`src/rtl/nock_image_loader_if.sv`:
```
// -----------------------------------------------------------------------------
// nock_image_loader_if
//   Groups the signals of the noun-image loader that are not clock or reset.
//   These are the load control, the word stream, the memory request port and
//   the status outputs.
//
//   Modports
//     master : environment side. It drives load_start/base_addr, the stream
//              and mem_ready, and it observes everything else.
//     slave  : loader side (nock_image_loader).
//
//   Signals
//     load_start, base_addr           load control (in to the loader)
//     s_valid, s_data, s_last         word stream (in)
//     s_ready                         stream accept (out)
//     mem_ready                       memory is_ready (in)
//     mem_execute, mem_func,          memory request (out)
//       address1, address2, write_data
//     busy, done, load_error,         status (out)
//       word_count, run_start
// -----------------------------------------------------------------------------
interface nock_image_loader_if #(
  parameter int memory_addr_width = 16,
  parameter int memory_data_width = 32
);
  logic                         load_start;
  logic [memory_addr_width-1:0] base_addr;
  logic                         s_valid;
  logic [memory_data_width-1:0] s_data;
  logic                         s_last;
  logic                         s_ready;
  logic                         mem_ready;
  logic                         mem_execute;
  logic [1:0]                   mem_func;
  logic [memory_addr_width-1:0] address1;
  logic [memory_addr_width-1:0] address2;
  logic [memory_data_width-1:0] write_data;
  logic                         busy;
  logic                         done;
  logic                         load_error;
  logic [memory_addr_width-1:0] word_count;
  logic                         run_start;

  modport master (
    output load_start, base_addr, s_valid, s_data, s_last, mem_ready,
    input  s_ready, mem_execute, mem_func, address1, address2, write_data,
           busy, done, load_error, word_count, run_start
  );

  modport slave (
    input  load_start, base_addr, s_valid, s_data, s_last, mem_ready,
    output s_ready, mem_execute, mem_func, address1, address2, write_data,
           busy, done, load_error, word_count, run_start
  );
endinterface

```
`src/rtl/nock_image_loader.sv`:
```
// -----------------------------------------------------------------------------
// nock_image_loader
//   Streams a noun memory image into memory_unit one word at a time over the
//   shared memory request interface. A clean load ends with a run_start pulse
//   that kicks mem_traversal at start_addr.
//
//   Ports
//     clk  : system clock
//     rst  : asynchronous, active-low reset
//     bus  : nock_image_loader_if.slave (load control, stream, memory port,
//            status)
//
//   Optional feature (macro NOCK_LOADER_CHECKSUM_EN):
//     When the macro is defined, the s_last word is an XOR check word. It is
//     not written to memory. It is compared against the XOR of every word
//     written, and a mismatch sets load_error and suppresses run_start.
//     When the macro is undefined, s_last only marks the final data word.
//
//   Per-word sequence:  RECV -> ISSUE -> WAIT_ACK -> WAIT_RDY
//     ISSUE    : strobe mem_execute in the cycle mem_ready is seen
//     WAIT_ACK : one dead cycle, so the memory can drop is_ready
//     WAIT_RDY : the write is complete once mem_ready returns
// -----------------------------------------------------------------------------
module nock_image_loader #(
  parameter int         memory_addr_width = 16,
  parameter int         memory_data_width = 32,
  parameter logic [1:0] WRITE_FUNC        = 2'b01
) (
  input  logic                clk,
  input  logic                rst,
  nock_image_loader_if.slave  bus
);

  localparam int AW = memory_addr_width;
  localparam int DW = memory_data_width;

  localparam logic [2:0] S_IDLE     = 3'd0;
  localparam logic [2:0] S_RECV     = 3'd1;
  localparam logic [2:0] S_ISSUE    = 3'd2;
  localparam logic [2:0] S_WAIT_ACK = 3'd3;
  localparam logic [2:0] S_WAIT_RDY = 3'd4;
  localparam logic [2:0] S_DONE     = 3'd5;
  localparam logic [2:0] S_ERROR    = 3'd6;

  logic [2:0]    r_state;
  logic [AW-1:0] r_addr;
  logic [DW-1:0] r_data;
  logic          r_last;
  logic [AW-1:0] r_count;
  logic          r_done;
  logic          r_run_start;
  logic          r_error;

  logic          w_busy;
  logic          w_check_word;  // stream word is the trailing check word
  logic          w_sum_ok;      // check word matches the accumulated XOR

`ifdef NOCK_LOADER_CHECKSUM_EN
  logic [DW-1:0] r_xor;

  assign w_check_word = bus.s_last;
  assign w_sum_ok     = (bus.s_data == r_xor);

  always_ff @(posedge clk or negedge rst) begin
    if (!rst) begin
      r_xor <= '0;
    end else if ((r_state == S_IDLE || r_state == S_DONE || r_state == S_ERROR)
                 && bus.load_start) begin
      r_xor <= '0;
    end else if (r_state == S_WAIT_RDY && bus.mem_ready) begin
      r_xor <= r_xor ^ r_data;
    end
  end
`else
  assign w_check_word = 1'b0;
  assign w_sum_ok     = 1'b1;
`endif

  // NOTE: state registers use non-blocking assignments so every register in
  // this block samples values from before the edge, whatever the statement order.
  always_ff @(posedge clk or negedge rst) begin
    if (!rst) begin
      r_state     <= S_IDLE;
      r_addr      <= '0;
      r_data      <= '0;
      r_last      <= 1'b0;
      r_count     <= '0;
      r_done      <= 1'b0;
      r_run_start <= 1'b0;
      r_error     <= 1'b0;
    end else begin
      // done/run_start are single-cycle pulses unless a transition below sets them.
      r_done      <= 1'b0;
      r_run_start <= 1'b0;

      case (r_state)
        S_IDLE, S_DONE, S_ERROR: begin
          if (bus.load_start) begin
            r_state <= S_RECV;
            r_addr  <= bus.base_addr;
            r_count <= '0;
            r_error <= 1'b0;
          end
        end

        S_RECV: begin
          if (bus.s_valid) begin
            if (w_check_word) begin
              r_state     <= S_DONE;
              r_done      <= 1'b1;
              r_run_start <= w_sum_ok;
              r_error     <= !w_sum_ok;
            end else begin
              r_data  <= bus.s_data;
              r_last  <= bus.s_last;
              r_state <= S_ISSUE;
            end
          end
        end

        S_ISSUE: begin
          if (bus.mem_ready) begin
            r_state <= S_WAIT_ACK;
          end
        end

        S_WAIT_ACK: begin
          r_state <= S_WAIT_RDY;
        end

        S_WAIT_RDY: begin
          if (bus.mem_ready) begin
            r_count <= r_count + AW'(1);
            if (r_last) begin
              r_addr      <= r_addr + AW'(1);
              r_state     <= S_DONE;
              r_done      <= 1'b1;
              r_run_start <= 1'b1;  // r_error is always clear on this path
            end else if (&r_addr) begin
              // There is another word to load, but the address space is full.
              // Stop here so that no write wraps to address 0.
              r_state <= S_ERROR;
              r_done  <= 1'b1;
              r_error <= 1'b1;
            end else begin
              r_addr  <= r_addr + AW'(1);
              r_state <= S_RECV;
            end
          end
        end

        default: r_state <= S_IDLE;
      endcase
    end
  end

  assign w_busy = (r_state == S_RECV)     || (r_state == S_ISSUE) ||
                  (r_state == S_WAIT_ACK) || (r_state == S_WAIT_RDY);

  // s_ready is decoded from the registered state only. It never depends on s_valid.
  assign bus.s_ready     = (r_state == S_RECV);
  assign bus.mem_execute = (r_state == S_ISSUE) && bus.mem_ready;
  assign bus.mem_func    = w_busy ? WRITE_FUNC : 2'b00;
  assign bus.address1    = r_addr;
  assign bus.address2    = '0;
  assign bus.write_data  = r_data;
  assign bus.busy        = w_busy;
  assign bus.done        = r_done;
  assign bus.load_error  = r_error;
  assign bus.word_count  = r_count;
  assign bus.run_start   = r_run_start;

endmodule

```
`src/flat_wrapper.sv`:
```
// flat-port wrapper written by rule: the top's interface ports become plain ports
module nock_image_loader_flat 
#(
  parameter int         memory_addr_width = 16,
  parameter int         memory_data_width = 32,
  parameter logic [1:0] WRITE_FUNC        = 2'b01
)
  (clk, rst, bus_load_start, bus_base_addr, bus_s_valid, bus_s_data, bus_s_last, bus_mem_ready, bus_s_ready, bus_mem_execute, bus_mem_func, bus_address1, bus_address2, bus_write_data, bus_busy, bus_done, bus_load_error, bus_word_count, bus_run_start);
  nock_image_loader_if #(.memory_addr_width(memory_addr_width), .memory_data_width(memory_data_width)) bus_i ();
  input  logic clk;
  input  logic rst;
  input wire logic [$bits(bus_i.load_start)-1:0] bus_load_start;
  input wire logic [$bits(bus_i.base_addr)-1:0] bus_base_addr;
  input wire logic [$bits(bus_i.s_valid)-1:0] bus_s_valid;
  input wire logic [$bits(bus_i.s_data)-1:0] bus_s_data;
  input wire logic [$bits(bus_i.s_last)-1:0] bus_s_last;
  input wire logic [$bits(bus_i.mem_ready)-1:0] bus_mem_ready;
  output wire logic [$bits(bus_i.s_ready)-1:0] bus_s_ready;
  output wire logic [$bits(bus_i.mem_execute)-1:0] bus_mem_execute;
  output wire logic [$bits(bus_i.mem_func)-1:0] bus_mem_func;
  output wire logic [$bits(bus_i.address1)-1:0] bus_address1;
  output wire logic [$bits(bus_i.address2)-1:0] bus_address2;
  output wire logic [$bits(bus_i.write_data)-1:0] bus_write_data;
  output wire logic [$bits(bus_i.busy)-1:0] bus_busy;
  output wire logic [$bits(bus_i.done)-1:0] bus_done;
  output wire logic [$bits(bus_i.load_error)-1:0] bus_load_error;
  output wire logic [$bits(bus_i.word_count)-1:0] bus_word_count;
  output wire logic [$bits(bus_i.run_start)-1:0] bus_run_start;
  assign bus_i.load_start = bus_load_start;
  assign bus_i.base_addr = bus_base_addr;
  assign bus_i.s_valid = bus_s_valid;
  assign bus_i.s_data = bus_s_data;
  assign bus_i.s_last = bus_s_last;
  assign bus_i.mem_ready = bus_mem_ready;
  assign bus_s_ready = bus_i.s_ready;
  assign bus_mem_execute = bus_i.mem_execute;
  assign bus_mem_func = bus_i.mem_func;
  assign bus_address1 = bus_i.address1;
  assign bus_address2 = bus_i.address2;
  assign bus_write_data = bus_i.write_data;
  assign bus_busy = bus_i.busy;
  assign bus_done = bus_i.done;
  assign bus_load_error = bus_i.load_error;
  assign bus_word_count = bus_i.word_count;
  assign bus_run_start = bus_i.run_start;
  nock_image_loader #(.memory_addr_width(memory_addr_width), .memory_data_width(memory_data_width), .WRITE_FUNC(WRITE_FUNC)) u_core (.clk(clk), .rst(rst), .bus(bus_i));
endmodule
```
`config.mk`:
```
export PLATFORM = sky130hd
export DESIGN_NAME = nock_image_loader_flat
export DESIGN_NICKNAME = d
export VERILOG_FILES = /design/src/rtl/nock_image_loader_if.sv /design/src/rtl/nock_image_loader.sv /design/src/flat_wrapper.sv
export SDC_FILE = /design/constraint.sdc
export NUM_CORES = 1
export LEC_CHECK = 0
export ABC_AREA = 1
export BUFFER_PORTS_ARGS = -buffer_cell sky130_fd_sc_hd__buf_4
export CORE_MARGIN = 10
export CORE_UTILIZATION = 45
export CTS_CLUSTER_SIZE = 24
export DETAILED_ROUTE_END_ITERATION = 8
export PLACE_DENSITY = 0.74
export SYNTH_ARGS = -nofsm -noshare
export SYNTH_HDL_FRONTEND = slang
export SYNTH_SLANG_ARGS = --single-unit
export TNS_END_PERCENT = 5
```
`constraint.sdc`:
```
create_clock -name clk -period 3.5 [get_ports clk]
set_input_delay 0.35 -clock clk [delete_from_list [all_inputs] [get_ports clk]]
set_output_delay 0.35 -clock clk [all_outputs]
set_load 0.005 [all_outputs]
```
Word level (Yosys, flattened, before mapping)

Index checks and enable logic that the tools add are counted.

Bitwise logic cells: 0
Div/mod/pow operators: 0
Equal/unequal tests: 13
Reductions and logical operators: 13
Shifts and indexed selects: 0
Multiply operators: 0
Muxes and demuxes: 28
Add/sub/neg operators: 2
Magnitude comparators: 0

Operators by type and width:

| operator                | number |
|---|---|
| $mux W16                | 6 |
| $pmux W16 S2            | 2 |
| $add A16 B1 Y16 const B | 2 |
| $mux W3                 | 6 |
| $reduce_and A16 Y1      | 1 |
| $pmux W3 S5             | 1 |
| $mux W1                 | 12 |
| $ne A2 B2 Y1 const B    | 5 |
| $eq A3 B3 Y1 const B    | 3 |
| $reduce_and A4 Y1       | 2 |
| $eq A3 B2 Y1 const B    | 2 |
| $reduce_and A5 Y1       | 1 |
| $eq A3 B1 Y1 const B    | 1 |
| $logic_not A3 Y1        | 1 |
| $logic_or A1 B1 Y1      | 3 |
| $ne A3 B2 Y1 const B    | 1 |
| $reduce_and A3 Y1       | 1 |
| $reduce_or A3 Y1        | 1 |
| $ne A2 B1 Y1 const B    | 1 |
| $pmux W1 S2             | 1 |
| $reduce_and A2 Y1       | 1 |
| $reduce_bool A2 Y1      | 1 |
| $logic_and A1 B1 Y1     | 1 |

Input bits: 54
Register bits after elaboration: 71
Bits in latches: 0
Output and inout port bits: 88
Memory bits (read-only): 0
RAM bits: 0
Memories: 0

Depth between registers and ports, before layout

Depth after elaboration: 5
Gate-level depth with buffers: 11

Worst setup path before layout

No wires, ideal clock.

Kind: register to register
From: register u_core.r_addr[1], in the netlist u_core.bus.address1[1]
To: register u_core.r_addr[10], in the netlist u_core.bus.address1[10]
Arrival: 1544 ps
Path slack: 1839 ps
Clock period less this slack: 1661 ps
Cell stages (with the launch flop): 12
Cells stage by stage: dfrtp_1 ha_1 nand2_2 nor2_2 nand2_2 nor2_4 nand3_4 nand2_8 inv_4 buf_6 nand2_1 nand2_1

Longest elaborated chain between the ends: 5
Elaborated cells between the ends (all ways): 8
Classes of those cells: 1 x add/sub; 1 x eq/ne; 4 x mux; 2 x reduce/logical

RTL lines:

| item                   | RTL line                                           | RTL |
|---|---|---|
| start, declared        | nock_image_loader.sv:46                            | `logic [AW-1:0] r_addr;` |
| start signal, assigned | nock_image_loader.sv:100                           | `r_addr <= bus.base_addr;` |
| start signal, assigned | nock_image_loader.sv:135                           | `r_addr <= r_addr + AW'(1);` |
| start signal, assigned | nock_image_loader.sv:146                           | `r_addr <= r_addr + AW'(1);` |
| $add A16 B1 Y16        | nock_image_loader.sv:135, nock_image_loader.sv:146 |  |
| $mux W16               | nock_image_loader.sv:139                           | `end else if (&r_addr) begin` |
| $mux W16               | nock_image_loader.sv:134                           | `if (r_last) begin` |
| $mux W16               | nock_image_loader.sv:132                           | `if (bus.mem_ready) begin` |
| $pmux W16 S2           | nock_image_loader.sv:96                            | `case (r_state)` |

Several ways; a longest one is shown, not always the timed one. The select of a mux whose other input is x is not followed.
A chain may end at the register's enable or synchronous reset.

Worst setup path in the final report

From: register u_core.r_state[1]
To: register u_core.r_addr[0], in the netlist u_core.bus.address1[0]

Longest elaborated chain between the ends: 4
Elaborated cells between the ends (all ways): 11
Classes of those cells: 6 x eq/ne; 1 x mux; 4 x reduce/logical

RTL lines:

| item                                                                | RTL line                 | RTL |
|---|---|---|
| start, declared                                                     | nock_image_loader.sv:45  | `logic [2:0] r_state;` |
| start signal, assigned                                              | nock_image_loader.sv:83  | `r_state <= S_IDLE;` |
| start signal, assigned                                              | nock_image_loader.sv:99  | `r_state <= S_RECV;` |
| start signal, assigned                                              | nock_image_loader.sv:109 | `r_state <= S_DONE;` |
| $eq A3 B3 Y1 or $logic_not A3 Y1 (tied branches)                    | nock_image_loader.sv:96  |  |
| $reduce_or A3 Y1                                                    | nock_image_loader.sv:96  |  |
| $ne A2 B2 Y1 (no source line) or $reduce_bool A2 Y1 (tied branches) | n/a                      |  |
| $reduce_and A4 Y1 (no source line)                                  | n/a                      |  |

Several ways; a longest one is shown, not always the timed one.

==> metrics.yaml <==
power_and_ir_drop:
  cellPowerDensity_mw_per_mm2: 772.9
  p_leak_nw: 2.481
  peakVddDrop_v: 0.0005162
placed_design:
  placed_cell_area_mm2: 0.004783
  dp_hpwl_um: 8159
  place.gp.congestion: 0.9170
  port-buffer-count: 124
critical_path:
  crit_slowest_cell: "inv_1"
  r2r-end: "u_core.bus.address1[0]"
  cp_num_buf_inv: 2
  cp.required_ns: 3.75
  path_max_fanout: 27
  start_kind: "flop"
  ff2ff_path_depth: 8
  r2r-start: "u_core.r_state[1]"
  critPathKind: "flop to flop"
  r2r_setup_slack_ns: 1.29
  path_cells: "nor2_1, nand2_2, inv_1, nand3_4, nand2_8, inv_4, nand2_1, o21ai_2"
  crit_family: "simple AND/OR/NAND/NOR gates"
  slowest_delay_ns: 0.49
  end_kind: "flop"
  arrival_ns: 2.46
global_routing:
  grt_pass1_vias: 3462
  grt_max_degree: 72
  antenna_found_initial: 0
  grt_pass1_wl_um: 17440
  grt_use_total_pct: 16.55
  overflow: 0
timing:
  period_share_pct: 63.13
  rsz0062_at_grt: "no"
  hold_viol_final: 0
  finClkSkew_ns: 0.01047
  fin_hold_ws_ns: 0.1030
  fmaxAchievable_ghz: 0.4526
  setup_viol: 0
  period_minus_slack_ns: 2.209
  worst_pin_slew_ns: 0.8741
  slew_violations: 0
  tns_ns: 0
  relSlewSlack_pct: 41.73
layout:
  final_cell_area_mm2: 0.005029
  final_common_cell: "nand2_1"
  utilization_pct: 60.59
  areaGrowthSynthToFinish_pct: 30.23
  nets: 635
  antenna_cells: 0
  drive_gt1_share_pct: 32.88
  layout_common_cells: "nand2_1, buf_4, dfrtp_1"
yosys:
  synth_area_mm2: 0.003861
  yosysSeqAreaShare_pct: 46.01
  synth_top_area_share_pct: 46.01
  synth_cells: 456
  ys.warnings.count: 0
  synth.largest_area_cell: "dfrtp_1"
  ys_types: 34
  syn_avg_cell_area_um2: 8.468
  ys_seq_elements: 71
  synth_area_leaders: "dfrtp_1, nand2_1, mux2_2"
detailed_routing:
  ant_nets: 0
  wirelength_um: 10620
  wire_per_inst_um: 15.41
  drcViolationCount: 0
  vias_per_cell: 5.107
  num_vias: 3519
  dr.first_iter.drc_count: 185
  first_pass_iters: 4
clocking:
  htreeDepth: 3
  cts_resized: 0
  root_buffer: "clkbuf_8"
  hold_buffers: 0
  cts_made_buffers: 9
  cts_tree: "yes"
  post-cts-setup-buffers: 0
  clockBufferDepth: 2
  numClockSinks: 71
  insertion_delay_ns: 0.36
  path_clk_slew_ns: 0.08
floorplan:
  dieWidth_um: 112.6
  rows: 33
  ios: 142
  die_area_mm2: 0.01269
  die_h_um: 112.6
  core_area_mm2: 0.008299
  start_util_pct: 46.52
min_path:
  hp-class: "input pin to asynchronous set/reset pin"
outcome:
  outcome: "complete, no violations"
job:
  maxCapViolCount: 0
==> flip-flops by register name, indices dropped and copies added, names as in the netlist <==
| signal | cells |
|---|---|
| u_core.bus.write_data | 32 |
| u_core.bus.done | 1 |
| u_core.bus.run_start | 1 |
| u_core.r_state | 3 |
| u_core.r_last | 1 |
| u_core.bus.load_error | 1 |
| u_core.bus.address1 | 16 |
| u_core.bus.word_count | 16 |
==> report_power, final <==
part | switching, W | internal (W)
clock network | 0.000327 | 0.000475
registers | 0.000281 | 0.00113
logic | 0.000846 | 0.000823
total | 0.00145 | 0.00243
==> Yosys cell counts, drive strengths merged <==
master  instances
dfrtp          71
o21ai          33
inv            36
ha              2
nand3          28
xor2            4
clkbuf          2
o31ai           2
o22ai           1
nor2           40
mux2i           2
or2             1
mux2           32
a22oi           1
a31oi           1
o21a            2
conb            1
buf            28
nand4          14
nand2         133
o21bai          3
nor3            8
a21oi          11
==> per-stage QoR <==
| stage | worst slack [ns] | cells | power, W |
|---|---|---|---|
| final | 1.291 | 689 | 0.003887 |
| after global routing | 1.080 | 689 | 0.004191 |
| after CTS | 1.267 | 689 | 0.003917 |
| after detailed placement | 1.275 | 673 | 0.003106 |
| after global placement | 1.412 | 673 | 0.003036 |
| after floorplan | 1.839 | 472 | 0.002362 |
==> worst max-delay path by stage <==
stage / depth (start not counted) / to / startpoint
after floorplan: 11 / u_core.bus.address1[10] / u_core.bus.address1[1]
after global placement: 8 / u_core.bus.address1[14] / u_core.r_state[1]
after detailed placement: 8 / u_core.bus.address1[0] / u_core.r_state[1]
after CTS: 8 / u_core.bus.address1[0] / u_core.r_state[1]
after global routing: 11 / u_core.bus.address1[12] / u_core.r_state[1]
final: 8 / u_core.bus.address1[0] / u_core.r_state[1]
==> cells by family (layout without fill, tap and decap cells) <==
| kind of cell | after synthesis | count (layout) | synth area share (%) |
|---|---|---|---|
| compound gates | 54 | 54 | 7.971 |
| simple gates | 224 | 224 | 25.31 |
| other cells | 1 | 17 | 0.09712 |
| flops | 71 | 71 | 46.01 |
| mux | 34 | 34 | 9.851 |
| fa+ha+maj | 2 | 2 | 0.6480 |
| buf+inv | 66 | 178 | 9.203 |
| xor+xnor | 4 | 4 | 0.9072 |
==> area by class of cell <==
class                      instances  area, um^2
multi-input combinational        335        1789
fill                             726        3271
inverter                          36       140.1
timing repair buffer             126       945.9
sequential                        71        1777
clock buffer                       9       123.9
tap                              105       131.4
clock inverter                     7       121.4
==> per-layer routing <==
layer / part of all wire (%) / wire [um] / up-vias / global-route usage (%)
met5: 0 / 0 / - / 0
met3: 11 / 1215 / 14 / 8.253
met4: 1.3 / 140 / 0 / 5.922
li1: - / - / 1703 / -
met1: 40 / 4279 / 1649 / 19.61
met2: 47 / 4979 / 153 / 25.31
(Power assumes the default switching activity.)
